**config.mk**
```make
export PLATFORM = sky130hd
export DESIGN_NAME = fifo_wr_arbiter
export DESIGN_NICKNAME = d
export VERILOG_FILES = /design/src/rtl/fifo_wr_arbiter.sv
export SDC_FILE = /design/constraint.sdc
export NUM_CORES = 1
export LEC_CHECK = 0
export BUFFER_PORTS_ARGS = -buffer_cell sky130_fd_sc_hd__buf_4
export CAP_MARGIN = 20
export CORE_UTILIZATION = 40
export CTS_CLUSTER_DIAMETER = 200
export DETAILED_ROUTE_END_ITERATION = 12
export GPL_TIMING_DRIVEN = 0
export PLACE_DENSITY_LB_ADDON = 0.25
export RECOVER_POWER = 25
export SLEW_MARGIN = 20
export SYNTH_ARGS = -nofsm -noshare
export SYNTH_HDL_FRONTEND = slang
export SYNTH_SLANG_ARGS = --single-unit
export TNS_END_PERCENT = 1
```
**constraint.sdc**
```tcl
create_clock -name clk -period 3.7 [get_ports clk]
set_input_delay 0.74 -clock clk [delete_from_list [all_inputs] [get_ports clk]]
set_output_delay 0.74 -clock clk [all_outputs]
set_load 0.005 [all_outputs]
```
**src/rtl/fifo_wr_arbiter.sv**
```systemverilog
// Burst-locked round-robin arbiter sharing one FIFO write port among NUM_REQ
// requesters; owner keeps the port until last word, MAX_BURST words or withdrawal.
module fifo_wr_arbiter #(
    parameter int NUM_REQ    = 4,
    parameter int DATA_WIDTH = 16,
    parameter int MAX_BURST  = 8
) (
    input  logic                          clk,
    input  logic                          rst,
    input  logic [NUM_REQ-1:0]            req,
    input  logic [NUM_REQ-1:0]            req_last,
    input  logic [NUM_REQ*DATA_WIDTH-1:0] req_data,
    output logic [NUM_REQ-1:0]            req_ack,
    output logic [NUM_REQ-1:0]            grant,
    output logic                          fifo_wr_en,
    output logic [DATA_WIDTH-1:0]         fifo_din,
    input  logic                          fifo_full,
    output logic                          busy,
    output logic                          burst_done
);

    localparam int          IDX_W     = $clog2(NUM_REQ);
    localparam int          CNT_W     = $clog2(MAX_BURST) + 1;
    localparam int unsigned NR        = NUM_REQ;
    localparam logic [CNT_W-1:0] LAST_BEAT = CNT_W'(MAX_BURST - 1);

    typedef enum logic {
        IDLE,
        BURST
    } state_t;

    state_t               state_q, state_d;
    logic [NUM_REQ-1:0]   grant_q, grant_d;
    logic [IDX_W-1:0]     owner_q, owner_d;
    logic [IDX_W-1:0]     ptr_q, ptr_d;
    logic [CNT_W-1:0]     cnt_q, cnt_d;
    logic                 done_q, done_d;

    logic                 pick_found;
    logic [IDX_W-1:0]     pick_idx;
    logic [IDX_W-1:0]     cand;
    logic                 owner_req;
    logic                 owner_last;

    // Search starts one past the previous owner and wraps.
    always_comb begin
        pick_found = 1'b0;
        pick_idx   = '0;
        cand       = '0;
        for (int unsigned i = 1; i <= NR; i++) begin
            cand = IDX_W'((32'(ptr_q) + i) % NR);
            if (!pick_found && req[cand]) begin
                pick_found = 1'b1;
                pick_idx   = cand;
            end
        end
    end

    always_comb begin
        owner_req  = req[owner_q];
        owner_last = req_last[owner_q];
        fifo_din   = req_data[owner_q*DATA_WIDTH +: DATA_WIDTH];
        fifo_wr_en = (state_q == BURST) && owner_req && !fifo_full;
        req_ack    = fifo_wr_en ? grant_q : '0;
    end

    always_comb begin
        state_d = state_q;
        grant_d = grant_q;
        owner_d = owner_q;
        ptr_d   = ptr_q;
        cnt_d   = cnt_q;
        done_d  = 1'b0;
        unique case (state_q)
            IDLE: begin
                grant_d = '0;
                if (pick_found) begin
                    grant_d = NUM_REQ'(1) << pick_idx;
                    owner_d = pick_idx;
                    cnt_d   = '0;
                    state_d = BURST;
                end
            end
            BURST: begin
                // Termination priority: last word, beat limit, then withdrawal.
                if (fifo_wr_en) begin
                    cnt_d = cnt_q + 1'b1;
                    if (owner_last || cnt_q == LAST_BEAT) begin
                        ptr_d   = owner_q;
                        grant_d = '0;
                        cnt_d   = '0;
                        done_d  = 1'b1;
                        state_d = IDLE;
                    end
                end else if (!owner_req) begin
                    ptr_d   = owner_q;
                    grant_d = '0;
                    cnt_d   = '0;
                    done_d  = 1'b1;
                    state_d = IDLE;
                end
            end
            default: state_d = IDLE;
        endcase
    end

    always_ff @(posedge clk) begin
        if (rst) begin
            state_q <= IDLE;
            grant_q <= '0;
            owner_q <= '0;
            ptr_q   <= IDX_W'(NUM_REQ - 1);
            cnt_q   <= '0;
            done_q  <= 1'b0;
        end else begin
            state_q <= state_d;
            grant_q <= grant_d;
            owner_q <= owner_d;
            ptr_q   <= ptr_d;
            cnt_q   <= cnt_d;
            done_q  <= done_d;
        end
    end

    assign grant      = grant_q;
    assign busy       = (state_q == BURST);
    assign burst_done = done_q;

endmodule

```
Word level (Yosys, flattened, before mapping). Index checks and enable logic that the tools add are counted.

Add/sub/neg operators: 5. Magnitude comparators: 5. Eq/ne operators: 6. Shift-type cells: 2. Mux-type cells: 41. Bitwise gates (word level): 1. Reduce and logical (&&, ||, !) cells: 15.

Operators by type and width (number): 64-bit by 7-bit indexed part select with 16-bit output (1); 4-bit two-way mux (8); 1-bit two-way mux (17); 4-bit case mux with 2 select lines (2); 2-bit by 3-bit less-than comparator with 1-bit output (second input constant) (5); 2-bit two-way mux (7); 1-bit binary-select mux with 2-bit select (6); 2-bit AND reduction (3); 1-bit logical AND (5); 2-bit by 1-bit adder with 2-bit output (second input constant) (2); 2-bit adder (second input constant) (2); 4-bit by 1-bit adder with 4-bit output (second input constant) (1); 4-bit by 3-bit equality test with 1-bit output (second input constant) (1); 1-bit zero test (4); 2-bit != test (second input constant) (2); 1-bit by 2-bit << shifter with 4-bit output (first input constant) (1); 3-bit by 2-bit != test with 1-bit output (second input constant) (1); 3-bit != test (second input constant) (1); 3-bit AND reduction (1); 2-bit by 1-bit != test with 1-bit output (second input constant) (1); 1-bit case mux with 2 select lines (1); 2-bit OR reduction (1); 1-bit logical OR (1); 1-bit inverter (1).

Flip-flop bits (word level): 14. Output and inout bits: 27.

Longest topological paths before layout. Gate-level depths: netlist of run 1.

Word-level depth: 16. Gate-level depth with buffers: 6.

Worst setup path after synthesis of run 1. No wires, ideal clock.

Path kind: input-to-output. From: input req[3]. To: output req_ack[0]. Data arrival time: 1601 ps. Setup slack: 1359 ps. Stages on the path: 3. Path buffers: 0. Cell sequence: mux4_2 > and2_1 > and3_1.

Cells in the longest elaborated chain, start to end: 5.

Ends and longest elaborated chain: start: declaration (RTL line 10) `input logic [NUM_REQ-1:0] req,`; 1-bit binary-select mux with 2-bit select (RTL line 60) `owner_req = req[owner_q];`; 1-bit two-way mux (not written as such) (RTL line 60); 1-bit logical AND (2 in series) (RTL line 63) `fifo_wr_en = (state_q == BURST) && owner_req && !fifo_full;`; 4-bit two-way mux (RTL line 64) `req_ack = fifo_wr_en ? grant_q : '0;`; end: declaration (RTL line 13) `output logic [NUM_REQ-1:0] req_ack,`.

Every way passes these cells. The select of a mux whose other input is x is not followed.

Final worst setup path of run 1.
From: register owner_q[0]. To: output fifo_din[9].

Cells in the longest elaborated chain, start to end: 1.

Ends and longest elaborated chain: start: declaration (RTL line 34) `logic [IDX_W-1:0] owner_q, owner_d;`; start signal: assignment (RTL line 118) `owner_q <= owner_d;`; 64-bit by 7-bit indexed part select with 16-bit output (RTL line 62) `fifo_din = req_data[owner_q*DATA_WIDTH +: DATA_WIDTH];`; end: declaration (RTL line 16) `output logic [DATA_WIDTH-1:0] fifo_din,`.

Every way passes these cells.

==> metrics.md, run 1 <==
| Metric | Value |
|---|---|
| Yosys reg bits | `14` |
| Diode count | `0` |
| Max Root-Sink Buffers | `2` |
| Commonest cells after routing, fill and taps aside | `93 x buf_4, 18 x mux4_2, 14 x dfxtp_1` |
| Synth area leaders | `mux4_2 36%, dfxtp_1 25%, a21oi_1 3.1%` |
| Setup tns final | `0 ns` |
| Max Clock Skew | `0.00727 ns` |
| Share of power burned in registers | `32.9%` |
| DRC viols | `0` |
| Die X-Extent | `55.4 um` |
| Comb power frac | `approximately 46%` |
| CP endpoint kind | `output pin` |
| Clk pwr share | `a little over a fifth` |
| Peak supply drop | `0.372 mV` |
| Leak Pwr | `0.904 nW` |
| Final setup fails | `0` |
| Routability cong. | `0.883` |
| Number of global-route vias before repair | `1368` |
| Crit-path most repeated cell | `buf_2` |
| I/O pins | `approximately 100` |
| Number of max-cap violations | `0` |
| Placed cell count | `approximately 240` |
| Sequential share of the synthesized area | `24.6%` |
| P_sw | `0.000145 W` |
| Yosys top cell by area | `mux4_2` |
| Unrepaired setup endpoints after global routing | `false` |
| Commonest non-fill, non-tap cell in the layout | `buf_4` |
| Yosys top cell area share | `35.5%` |
| Clock Latency Late Sink | `0.28 ns` |
| Status | `complete, no violations` |
| Avg WL per Cell | `about 16 um` |
| CTS resizes | `0` |
| Worst Hold Depth | `2` |
| Slew headroom | `61.1%` |
| Post-Syn Area | `between 0.001 and 0.0015 mm2` |
| R2R cell count | `5` |
| Critical-path top delay cell | `mux4_2` |
| Total global routing overflow | `0` |
| Crit-path max FO | `10` |
| TritonCTS clock tree | `done` |
| Initial core utilization | `41.7%` |
| First-pass GRT wire length | `6.38 mm` |
| YS warnings | `0` |
| Async SR Flop Fraction | `0%` |
| Number of buffers and inverters on the critical path | `3` |
| Worst path cell trace | `buf_2 > buf_2 > mux4_2 > buf_4` |
| Antenna Nets Post-Route | `0` |
| Pwr/cell area | `265 mW/mm2` |
| Starting DRT DRC Count | `43` |
| Syn nets | `182` |
| Largest net degree at the start of global routing | `11` |
| Htree depth | `1` |
| # nets final | `roughly 290` |
| Max-slew violations | `0` |
| Post-Layout Cell Count | `242` |
| Post-Syn Area per Cell | `10.8 um2` |
| Fin util | `71.4%` |
| Crit path largest cell delay | `0.55 ns` |
| Synth Instances | `106` |
| Area grow syn2layout | `71.1%` |
| Routed Wire Length | `3.78 mm` |
| Port Buffer Count | `101` |
| P_int | `0.000372 W` |
| WS Path Type | `reg -> out` |
| Row cnt | `19` |
| CP Depth | `4` |
| Fmax | `between 0.3 and 0.4 GHz` |
| Filler cell count | `between 200 and 250` |
| Post-CTS Hold Buffers | `0` |
| Type of origin of the critical path | `flip-flop` |
| Total GRT Usage | `25.9%` |
| Seq. cell area | `280 um2` |
| Tmin final | `about 2.8 ns` |
| Main synth FF type | `dfxtp_1` |
| Post-DP HPWL | `3.23 mm` |
| Die Height | `55.4 um` |
| Root Driver | `clkbuf_4` |
| Multi-input gate area | `806 um2` |
| Number of vias per cell | `5.48` |
| Worst path arrival time | `2.06 ns` |
| Die area | `0.00307 mm2` |
| Worst-Margin Slew | `0.578 ns` |
| Clk sinks | `14` |
| M1 WL | `1.42 mm` |
| Wire length on met3 | `roughly 220 um` |
| Core area | `approximately 0.0027 mm2` |
| Via count | `roughly 1300` |
| Post-synth cell types | `37` |
| Period utilization | `roughly 76%` |
| Fraction of layout cells with a size suffix above 1 | `about three fifths` |
| Required time worst endpoint | `2.96 ns` |
| Crit path max-delay family | `buffers and inverters` |
| Worst-path clk slew | `0.08 ns` |
| Post-CTS setup repair buffer count | `0` |
| Met2 Wirelength | `2.06 mm` |
| Cts bufs inserted | `3` |
| Initial antenna violation count | `0` |
| First drt pass iteration count | `4` |
| Class of the worst hold path | `reg -> reg` |
| Final hold violations | `0` |
| Sw Ratio | `28.0%` |
| Top Metal Used | `met4` |
| Post-synth EDFFs | `0` |
## cells in the mapped netlist, types with 2 or more instances
cell type   n
mux4_2     18
dfxtp_1    14
nor2_1      8
a21oi_1     7
nand2_1     6
nand2b_1    5
and3_1      4
o21ai_0     4
and2_1      3
inv_1       3
nor3_1      3
a22o_1      2
a22oi_1     2
buf_2       2
clkbuf_1    2
mux2i_1     2
## stage by stage
stage | power [W] | instance area [um2] | hold WS [ns] | setup slack, ns
floorplan | 0.000290 | 1140 | 0.457 | 1.36
global placement | 0.000411 | 1940 | 0.459 | 1.05
detailed placement | 0.000418 | 1940 | 0.465 | 1.04
CTS | 0.000526 | 1970 | 0.479 | 0.870
global route | 0.000547 | 1950 | 0.500 | 0.777
finish | 0.000517 | 1950 | 0.474 | 0.904
## kinds of logic (layout without fill, tap and decap cells)
family                   Yosys count  count (layout)  synth area share (%)
AO/OA/AOI/OAI                     24              24                  14.7
XOR/XNOR                           1               1                 0.768
multiplexers                      21              21                  38.3
AND/OR/NAND/NOR                   35              35                  16.8
adder cells (fa/ha/maj)            1               1                  1.10
buffers and inverters             10             115                  3.84
flip-flops                        14              14                  24.6
## power groups by stage
| stage | clock network, W | registers, W | logic, W |
|---|---|---|---|
| floorplan | 0 | 0.000172 | 0.000118 |
| global placement | 0 | 0.000173 | 0.000238 |
| detailed placement | 0 | 0.000174 | 0.000244 |
| CTS | 0.000111 | 0.000170 | 0.000245 |
| global route | 0.000119 | 0.000172 | 0.000256 |
| finish | 0.000109 | 0.000170 | 0.000238 |
## path summary, 6_finish.rpt
check | from | slack (ns) | to
setup / recovery | owner_q[0] | 0.90 | fifo_din[9]
hold / removal | grant[0] | 0.47 | grant[0]
setup reg to reg | owner_q[0] | 1.62 | ptr_q[0]
hold reg to reg | grant[0] | 0.47 | grant[0]
## registers in the layout, summed over array words and instances (netlist names)
register / cells
burst_done: 1
busy: 1
cnt_q: 4
grant: 4
owner_q: 2
ptr_q: 2
## tightest hold or removal path: cells and delay by family (launching register included)
family	cells	cell delay, ns
DFF	1	0.32
AOI/OAI and AO/OA	1	0.05
and+or+nand+nor	1	0.06
## metal layers
layer  vias to the layer above  GRT usage (%)
li1                        627              -
met1                       634           31.3
met2                        58           46.3
met3                         8           6.09
met4                         0           6.43
met5                         -              0
## area by class of cell
cell class	count	area share (%)
clock buffers	4	1.86
inverters	4	0.769
flip-flops and latches	14	14.4
repair buffers	101	38.3
multi-input cells	82	41.3
well taps	31	1.99
plain buffers	6	1.47
(Power assumes the default switching activity.)
==> inputs of run 2 (changes only) <==
--- a/config.mk
+++ b/config.mk
@@ -5,9 +5,10 @@
 export SDC_FILE = /design/constraint.sdc
 export NUM_CORES = 1
 export LEC_CHECK = 0
+export ABC_AREA = 1
 export BUFFER_PORTS_ARGS = -buffer_cell sky130_fd_sc_hd__buf_4
 export CAP_MARGIN = 20
-export CORE_UTILIZATION = 40
+export CORE_UTILIZATION = 42
 export CTS_CLUSTER_DIAMETER = 200
 export DETAILED_ROUTE_END_ITERATION = 12
 export GPL_TIMING_DRIVEN = 0
==> constraint.sdc (replaced) <==
create_clock -name clk -period 2.8 [get_ports clk]
set_input_delay 0.56 -clock clk [delete_from_list [all_inputs] [get_ports clk]]
set_output_delay 0.56 -clock clk [all_outputs]
set_load 0.005 [all_outputs]
==> run 2 against run 1 <==
Net effect: global-route usage fell by 0.43 points; largest cell class unchanged; hold slack gained 0.019 ns; worst setup slack worse by 0.65 ns; clock power grew 40%; combinational power grew to 7.3 times the previous value; cell area rose by 20%; critical path type unchanged; synthesized area rose by 33%; sequential share of layout area down 2.4 points; sequential power grew 79%; sequential cell count stayed put; die area up 26%; non-clock buffer count increased by 6.
==> metrics.md, run 2 <==
| Metric | Value |
|---|---|
| Pwr Total | `0.00219 W (+320%)` |
| # nets final | `427 (+48%)` |
| Worst R2R Setup Slack | `1.01 ns (-0.61 ns)` |
| Post-CTS Hold Buffers | `0 (unchanged)` |
| Die area | `0.00387 mm2 (+26%)` |
| Filler cell count | `339 (+59%)` |
| Yosys reg bits | `14 (unchanged)` |
| Row cnt | `21 (+2)` |
| Antenna Nets Post-Route | `0 (unchanged)` |
| Syn nets | `322 (+77%)` |
| I/O pins | `102 (unchanged)` |
| R2R cell count | `10 (+5)` |
| Total global routing overflow | `0 (unchanged)` |
| CTS resizes | `0 (unchanged)` |
| Setup tns final | `0 ns (unchanged)` |
| Most frequent cell after synthesis | `nor2_1` |
| Critical-path top delay cell | `clkbuf_1` |
| Unrepaired setup endpoints after global routing | `false` |
| Async SR Flop Fraction | `0% (unchanged)` |
| Port Buffer Count | `100 (-0.99%)` |
| CP endpoint kind | `output pin` |
| Number of max-cap violations | `0 (unchanged)` |
| Root Driver | `clkbuf_4` |
| WS Path Type | `reg -> out` |
| Htree depth | `1 (unchanged)` |
| Area grow syn2layout | `54.1%` |
| First drt pass iteration count | `4 (unchanged)` |
| Type of origin of the critical path | `flip-flop` |
| Fmax | `0.393 GHz` |
| Routability cong. | `0.849 (-3.8%)` |
| Max Root-Sink Buffers | `2 (unchanged)` |
| Sequential share of the synthesized area | `18.4% (-6.2 points)` |
| Crit path largest cell delay | `0.39 ns (-0.16 ns)` |
| Avg WL per Cell | `12.7 um (-19%)` |
| Initial antenna violation count | `0 (unchanged)` |
| Diode count | `0 (unchanged)` |
| Worst-Margin Slew | `0.481 ns (-0.0974 ns)` |
| Leak Pwr | `1.17 nW (+30%)` |
| Main synth FF type | `dfxtp_1` |
| Post-synth EDFFs | `0 (unchanged)` |
| Final setup fails | `0 (unchanged)` |
| Synth area leaders | `dfxtp_1 18%, nor2_1 13%, o21ai_0 11%` |
| Period utilization | `between 90% and 100%` |
| Post-DP HPWL | `3.93 mm (+22%)` |
| Initial core utilization | `44.6% (+2.8 points)` |
| Worst path cell trace | `buf_4 > inv_2 > buf_2 > clkbuf_1 > o21ai_0 > o22ai_1 > buf_4` |
| Max-slew violations | `0 (unchanged)` |
| Max Clock Skew | `0.00315 ns (-0.00411 ns)` |
| YS warnings | `0 (unchanged)` |
| Final hold violations | `0 (unchanged)` |
| Commonest cells post-synth | `51 x nor2_1, 42 x nand2_1, 32 x o21ai_0` |
| Number of vias per cell | `5.05 (-7.9%)` |
| Fin Hold WS | `0.493 ns (+0.0195 ns)` |
| Critical Path Start | `owner_q[1]` |
| TritonCTS clock tree | `done` |
| Worst path arrival time | `1.99 ns (-0.07 ns)` |
| Yosys top cell by area | `dfxtp_1` |
| Commonest cells after routing, fill and taps aside | `96 x buf_4, 51 x nor2_1, 43 x nand2_1` |
| Required time worst endpoint | `2.24 ns (-0.72 ns)` |
| Seq. cell area | `280 um2 (unchanged)` |
| Worst setup endpoint | `fifo_din[0]` |
| Die Height | `62.2 um (+12%)` |
| Final WS setup | `0.254 ns (-0.650 ns)` |
| DRC viols | `0 (unchanged)` |
| Via count | `1999 (+51%)` |
| Clock Latency Late Sink | `0.29 ns (about the same)` |
| Slew headroom | `68.0% (+6.9 points)` |
| Die X-Extent | `62.2 um (+12%)` |
| Synth Instances | `246 (+130%)` |
| Number of global-route vias before repair | `1868 (+37%)` |
| Post-Syn Area | `0.00152 mm2 (+33%)` |
| Status | `complete, no violations` |
| Starting DRT DRC Count | `108 (+150%)` |
| R2R Path End | `grant[2]` |
| Class of the worst hold path | `reg -> reg` |
| Largest net degree at the start of global routing | `11 (unchanged)` |
| R2R Path Start | `ptr_q[0]` |
| First-pass GRT wire length | `8.16 mm (+28%)` |
| Multi-input gate area | `0.00105 mm2 (+30%)` |
| Core area | `0.00342 mm2 (+25%)` |
| Cts bufs inserted | `3 (unchanged)` |
| Total GRT Usage | `25.5% (-0.43 points)` |
| Routed Wire Length | `5.03 mm (+33%)` |
| Post-CTS setup repair buffer count | `0 (unchanged)` |
| Yosys top cell area share | `18.4% (-17 points)` |
| Post-synth cell types | `32 (-14%)` |
| Peak supply drop | `0.455 mV (+22%)` |
| Crit-path max FO | `10 (unchanged)` |
| Crit-path most repeated cell | `buf_4` |
| Post-Syn Area per Cell | `6.19 um2 (-43%)` |
| Pwr/cell area | `931 mW/mm2 (+250%)` |
| Pre-CTS WS | `0.666 ns (-0.378 ns)` |
| Tmin final | `2.55 ns` |
| Clk sinks | `14 (unchanged)` |
| Worst-path clk slew | `0.09 ns (about the same)` |
| Commonest non-fill, non-tap cell in the layout | `buf_4` |
| Fraction of layout cells with a size suffix above 1 | `41.4% (-18 points)` |
## run 2: changes by cell type in the layout (fill, tap and decap cells not counted), moves of 4 or more
cell,previous run,this run
inv_1,3,13
o21ai_0,5,32
nand3_1,1,10
nand2_1,6,43
and3_1,4,0
inv_2,1,7
nand2_2,0,10
nand3_2,0,4
a21oi_2,0,4
nor2_1,8,51
o22ai_1,0,16
mux4_2,18,0
nand2_4,0,4
nand2b_1,5,0
## run 2: where the power goes
group	internal, W	switching, W
clock	0.0000793	0.0000740
combinational	0.000750	0.000978
sequential	0.000260	0.0000449
total	0.00109	0.00110
## run 2: worst min path at each step
| stage | start | end | depth (start not counted) |
|---|---|---|---|
| after floorplan | cnt_q[1] | cnt_q[1] | 2 |
| after global placement | cnt_q[1] | cnt_q[1] | 2 |
| after detailed placement | cnt_q[1] | cnt_q[1] | 2 |
| after CTS | cnt_q[1] | cnt_q[1] | 2 |
| after global routing | cnt_q[1] | cnt_q[1] | 2 |
| final | cnt_q[1] | cnt_q[1] | 2 |
## run 2: cell families (layout without fill, tap and decap cells)
kind of cell,count (synthesis),count (layout),synth area share (%)
AO/OA/AOI/OAI,66,66,26.7
XOR/XNOR,2,2,1.15
adder cells (fa/ha/maj),1,1,0.822
buffers and inverters,35,139,11.4
flip-flops,14,14,18.4
AND/OR/NAND/NOR,128,128,41.5
## run 2: worst max-delay path: cells and delay by family (launching register included)
family | cells | cell delay, ns
flops | 1 | 0.31
compound gates | 2 | 0.42
buf+inv | 5 | 0.97
## run 2: per-stage QoR
stage	instance area (um2)	util [%]	std cells
floorplan	1520	-	246
global placement	2330	68.2	392
finish	2350	68.7	396
global route	2350	68.7	396
CTS	2370	69.3	396
detailed placement	2330	68.2	392
## run 2: area by class of cell
type / instances / area share (%)
Clock buffer: 4 / 1.55
Multi-Input combinational cell: 197 / 44.7
Timing Repair Buffer: 100 / 32.0
Buffer: 13 / 3.09
Tap cell: 46 / 2.45
Sequential cell: 14 / 11.9
Inverter: 22 / 4.32
## run 2: layer usage
layer  vias to the layer above  share of wire, %  track usage, %  wire length [um]
met5                         -                 0               0                 0
met4                         0               1.6            8.14                81
met3                        11               4.6            2.94               234
met2                        53                49            46.0              2490
met1                       904                44            31.2              2230
li1                       1031                 -               -                 -
==> inputs of run 3 (changes only) <==
--- a/config.mk
+++ b/config.mk
@@ -8,7 +8,7 @@
 export ABC_AREA = 1
 export BUFFER_PORTS_ARGS = -buffer_cell sky130_fd_sc_hd__buf_4
 export CAP_MARGIN = 20
-export CORE_UTILIZATION = 42
+export CORE_UTILIZATION = 31
 export CTS_CLUSTER_DIAMETER = 200
 export DETAILED_ROUTE_END_ITERATION = 12
 export GPL_TIMING_DRIVEN = 0
==> run 3 against run 2 <==
Net effect: via count is 0.30% lower; die area rose by 34%; cell area increased by 1.4%; highest routed layer unchanged; combinational power barely moved.
==> metrics.md, run 3 (synthesis gave the netlist of run 2 again) <==
| Metric | Value |
|---|---|
| Status | `complete, no violations` |
| Fin Hold WS | `0.495 ns (+0.00150 ns)` |
| Number of buffers and inverters on the critical path | `5 (unchanged)` |
| Total global routing overflow | `0 (unchanged)` |
| Die area | `0.00520 mm2 (+34%)` |
| Min-delay src | `grant[2]` |
| CTS resizes | `0 (unchanged)` |
| Final setup fails | `0 (unchanged)` |
| Met1 usage | `25.8% (-5.4 points)` |
| Share of power burned in registers | `13.9% (about the same)` |
| Avg WL per Cell | `12.3 um (-3.4%)` |
| Clock Latency Late Sink | `0.24 ns (-0.05 ns)` |
| DRC viols | `0 (unchanged)` |
| Peak supply drop | `0.339 mV (-25%)` |
| Starting DRT DRC Count | `100 (-7.4%)` |
| Diode count | `0 (unchanged)` |
| Row cnt | `25 (+19%)` |
| Required time worst endpoint | `2.24 ns (about the same)` |
| Root Driver | `clkbuf_8` |
| Routability cong. | `0.890 (+4.9%)` |
| Crit path largest cell delay | `0.38 ns (about the same)` |
| Worst Hold Depth | `2 (unchanged)` |
| Worst path arrival time | `1.82 ns (-0.17 ns)` |
| Die Height | `72.1 um (+16%)` |
| WS Path Type | `reg -> out` |
| Tmin final | `2.38 ns (-0.169 ns)` |
| Leak Pwr | `1.17 nW (-0.42%)` |
| Number of vias per cell | `4.79 (-5.1%)` |
| Worst Hold End | `grant[2]` |
| Cts bufs inserted | `3 (unchanged)` |
| Pwr/cell area | `921 mW/mm2 (-1.1%)` |
| Number of max-cap violations | `0 (unchanged)` |
| Post-CTS Hold Buffers | `0 (unchanged)` |
| Type of origin of the critical path | `flip-flop` |
| Antenna Nets Post-Route | `0 (unchanged)` |
| I/O pins | `102 (unchanged)` |
| P_int | `0.00111 W (+1.5%)` |
| Final WS setup | `0.424 ns (+0.169 ns)` |
| Commonest cells after routing, fill and taps aside | `96 x buf_4, 51 x nor2_1, 43 x nand2_1` |
| Htree depth | `1 (unchanged)` |
| R2R cell count | `11 (+1)` |
| Via count | `1993 (-0.30%)` |
| Max Clock Skew | `0.00411 ns (+0.000956 ns)` |
| First drt pass iteration count | `4 (unchanged)` |
| Setup tns final | `0 ns (unchanged)` |
| Fraction of layout cells with a size suffix above 1 | `41.0% (-0.45 points)` |
| Worst R2R Setup Slack | `1.19 ns (+0.18 ns)` |
| Met3 usage | `2.08% (-0.86 points)` |
| Largest net degree at the start of global routing | `11 (unchanged)` |
| Total GRT Usage | `20.0% (-5.5 points)` |
| Max-slew violations | `0 (unchanged)` |
| Number of global-route vias before repair | `1903 (+1.9%)` |
| Post-CTS setup repair buffer count | `0 (unchanged)` |
| Sw Ratio | `49.6% (-0.61 points)` |
| Crit-path max FO | `10 (unchanged)` |
| Crit path max-delay family | `buffers and inverters` |
| GRT Max-Usage Layer | `met2` |
| Met2 GRT Util | `34.6% (-11 points)` |
| Worst-path clk slew | `0.06 ns (-0.03 ns)` |
| Fmax | `0.421 GHz (+7.1%)` |
| R2R Path Start | `owner_q[1]` |
| Class of the worst hold path | `reg -> reg` |
| P_sw | `0.00109 W (-0.91%)` |
| Core area | `0.00472 mm2 (+38%)` |
| Max Root-Sink Buffers | `2 (unchanged)` |
| Clk pwr share | `7.3% (+0.3 points)` |
| First-pass GRT wire length | `8.36 mm (+2.5%)` |
| Worst-Margin Slew | `0.535 ns (+0.0541 ns)` |
| Post-DP HPWL | `4.10 mm (+4.4%)` |
| Area grow syn2layout | `56.4%` |
| Worst path cell trace | `buf_4 > inv_2 > buf_2 > clkbuf_1 > o21ai_0 > o22ai_1 > buf_4` |
| Commonest non-fill, non-tap cell in the layout | `buf_4` |
| Comb power frac | `78.9% (-0.2 points)` |
| Clk sinks | `14 (unchanged)` |
| Critical-path top delay cell | `clkbuf_1` |
| Initial antenna violation count | `0 (unchanged)` |
| TritonCTS clock tree | `done` |
| # nets final | `427 (unchanged)` |
| Slew headroom | `64.3% (-3.6 points)` |
| Pre-CTS WS | `0.675 ns (+0.00966 ns)` |
| Period utilization | `84.9% (-6.1 points)` |
| Final hold violations | `0 (unchanged)` |
| Initial core utilization | `32.2% (-12 points)` |
| Critical Path Start | `owner_q[1]` |
| Port Buffer Count | `100 (unchanged)` |
| Routed Wire Length | `5.11 mm (+1.5%)` |
| Die X-Extent | `72.1 um (+16%)` |
| Unrepaired setup endpoints after global routing | `false` |
| CP endpoint kind | `output pin` |
| R2R Path End | `grant[3]` |
| Crit-path most repeated cell | `buf_4` |
-- run 3: cell count changes in the layout (fill, tap and decap cells not counted), sizes merged --
cell / delta
clkbuf: -1
-- run 3: cell type report --
| type | instances | area, um2 |
|---|---|---|
| Multi-Input combinational cell | 197 | 1050 |
| Sequential cell | 14 | 280 |
| Fill cell | 516 | 2340 |
| Timing Repair Buffer | 100 | 751 |
| Inverter | 22 | 101 |
| Tap cell | 67 | 83.8 |
| Clock buffer | 3 | 41.3 |
| Buffer | 13 | 72.6 |
-- run 3: worst reg2reg max path, stage by stage (launching register included) --
cell	delay [ns]
dfxtp_1	0.30
buf_4	0.16
inv_2	0.05
buf_2	0.17
a21oi_1	0.13
nor2_1	0.06
nand2_1	0.09
nand2_1	0.06
nand2_1	0.17
inv_1	0.10
a21oi_1	0.15
nor2_1	0.06
-- run 3: power by group through the flow --
| stage | clock network (W) | registers (W) | logic, W |
|---|---|---|---|
| 3_5_place_dp | 0 | 0.000311 | 0.00175 |
| 5_1_grt | 0.000175 | 0.000316 | 0.00192 |
| 3_3_place_gp | 0 | 0.000310 | 0.00174 |
| 4_1_cts | 0.000167 | 0.000306 | 0.00176 |
| 2_1_floorplan | 0 | 0.000308 | 0.00111 |
| 6_report | 0.000159 | 0.000304 | 0.00173 |
-- run 3: worst max-delay path by stage --
stage             endpoint  slack, ns  cells past startpoint
2_1_floorplan   req_ack[0]       1.05                      6
3_3_place_gp   fifo_din[7]       0.69                      7
3_5_place_dp   fifo_din[0]       0.68                      7
4_1_cts        fifo_din[0]       0.41                      7
5_1_grt        fifo_din[7]       0.27                      7
6_report       fifo_din[0]       0.42                      7
-- run 3: layer usage --
layer / vias up / part of all wire (%)
met5: - / 0
met4: 0 / 2.4
met3: 12 / 4.3
met2: 49 / 49
met1: 903 / 44
li1: 1029 / -
-- run 3: per-stage QoR --
step	util (%)	instances	total power [W]	cell area (um2)
floorplan	-	246	0.00141	1520
global placement	49.9	413	0.00205	2360
detailed placement	49.9	413	0.00206	2360
CTS	50.8	416	0.00224	2400
global route	50.4	416	0.00242	2380
finish	50.4	416	0.00219	2380
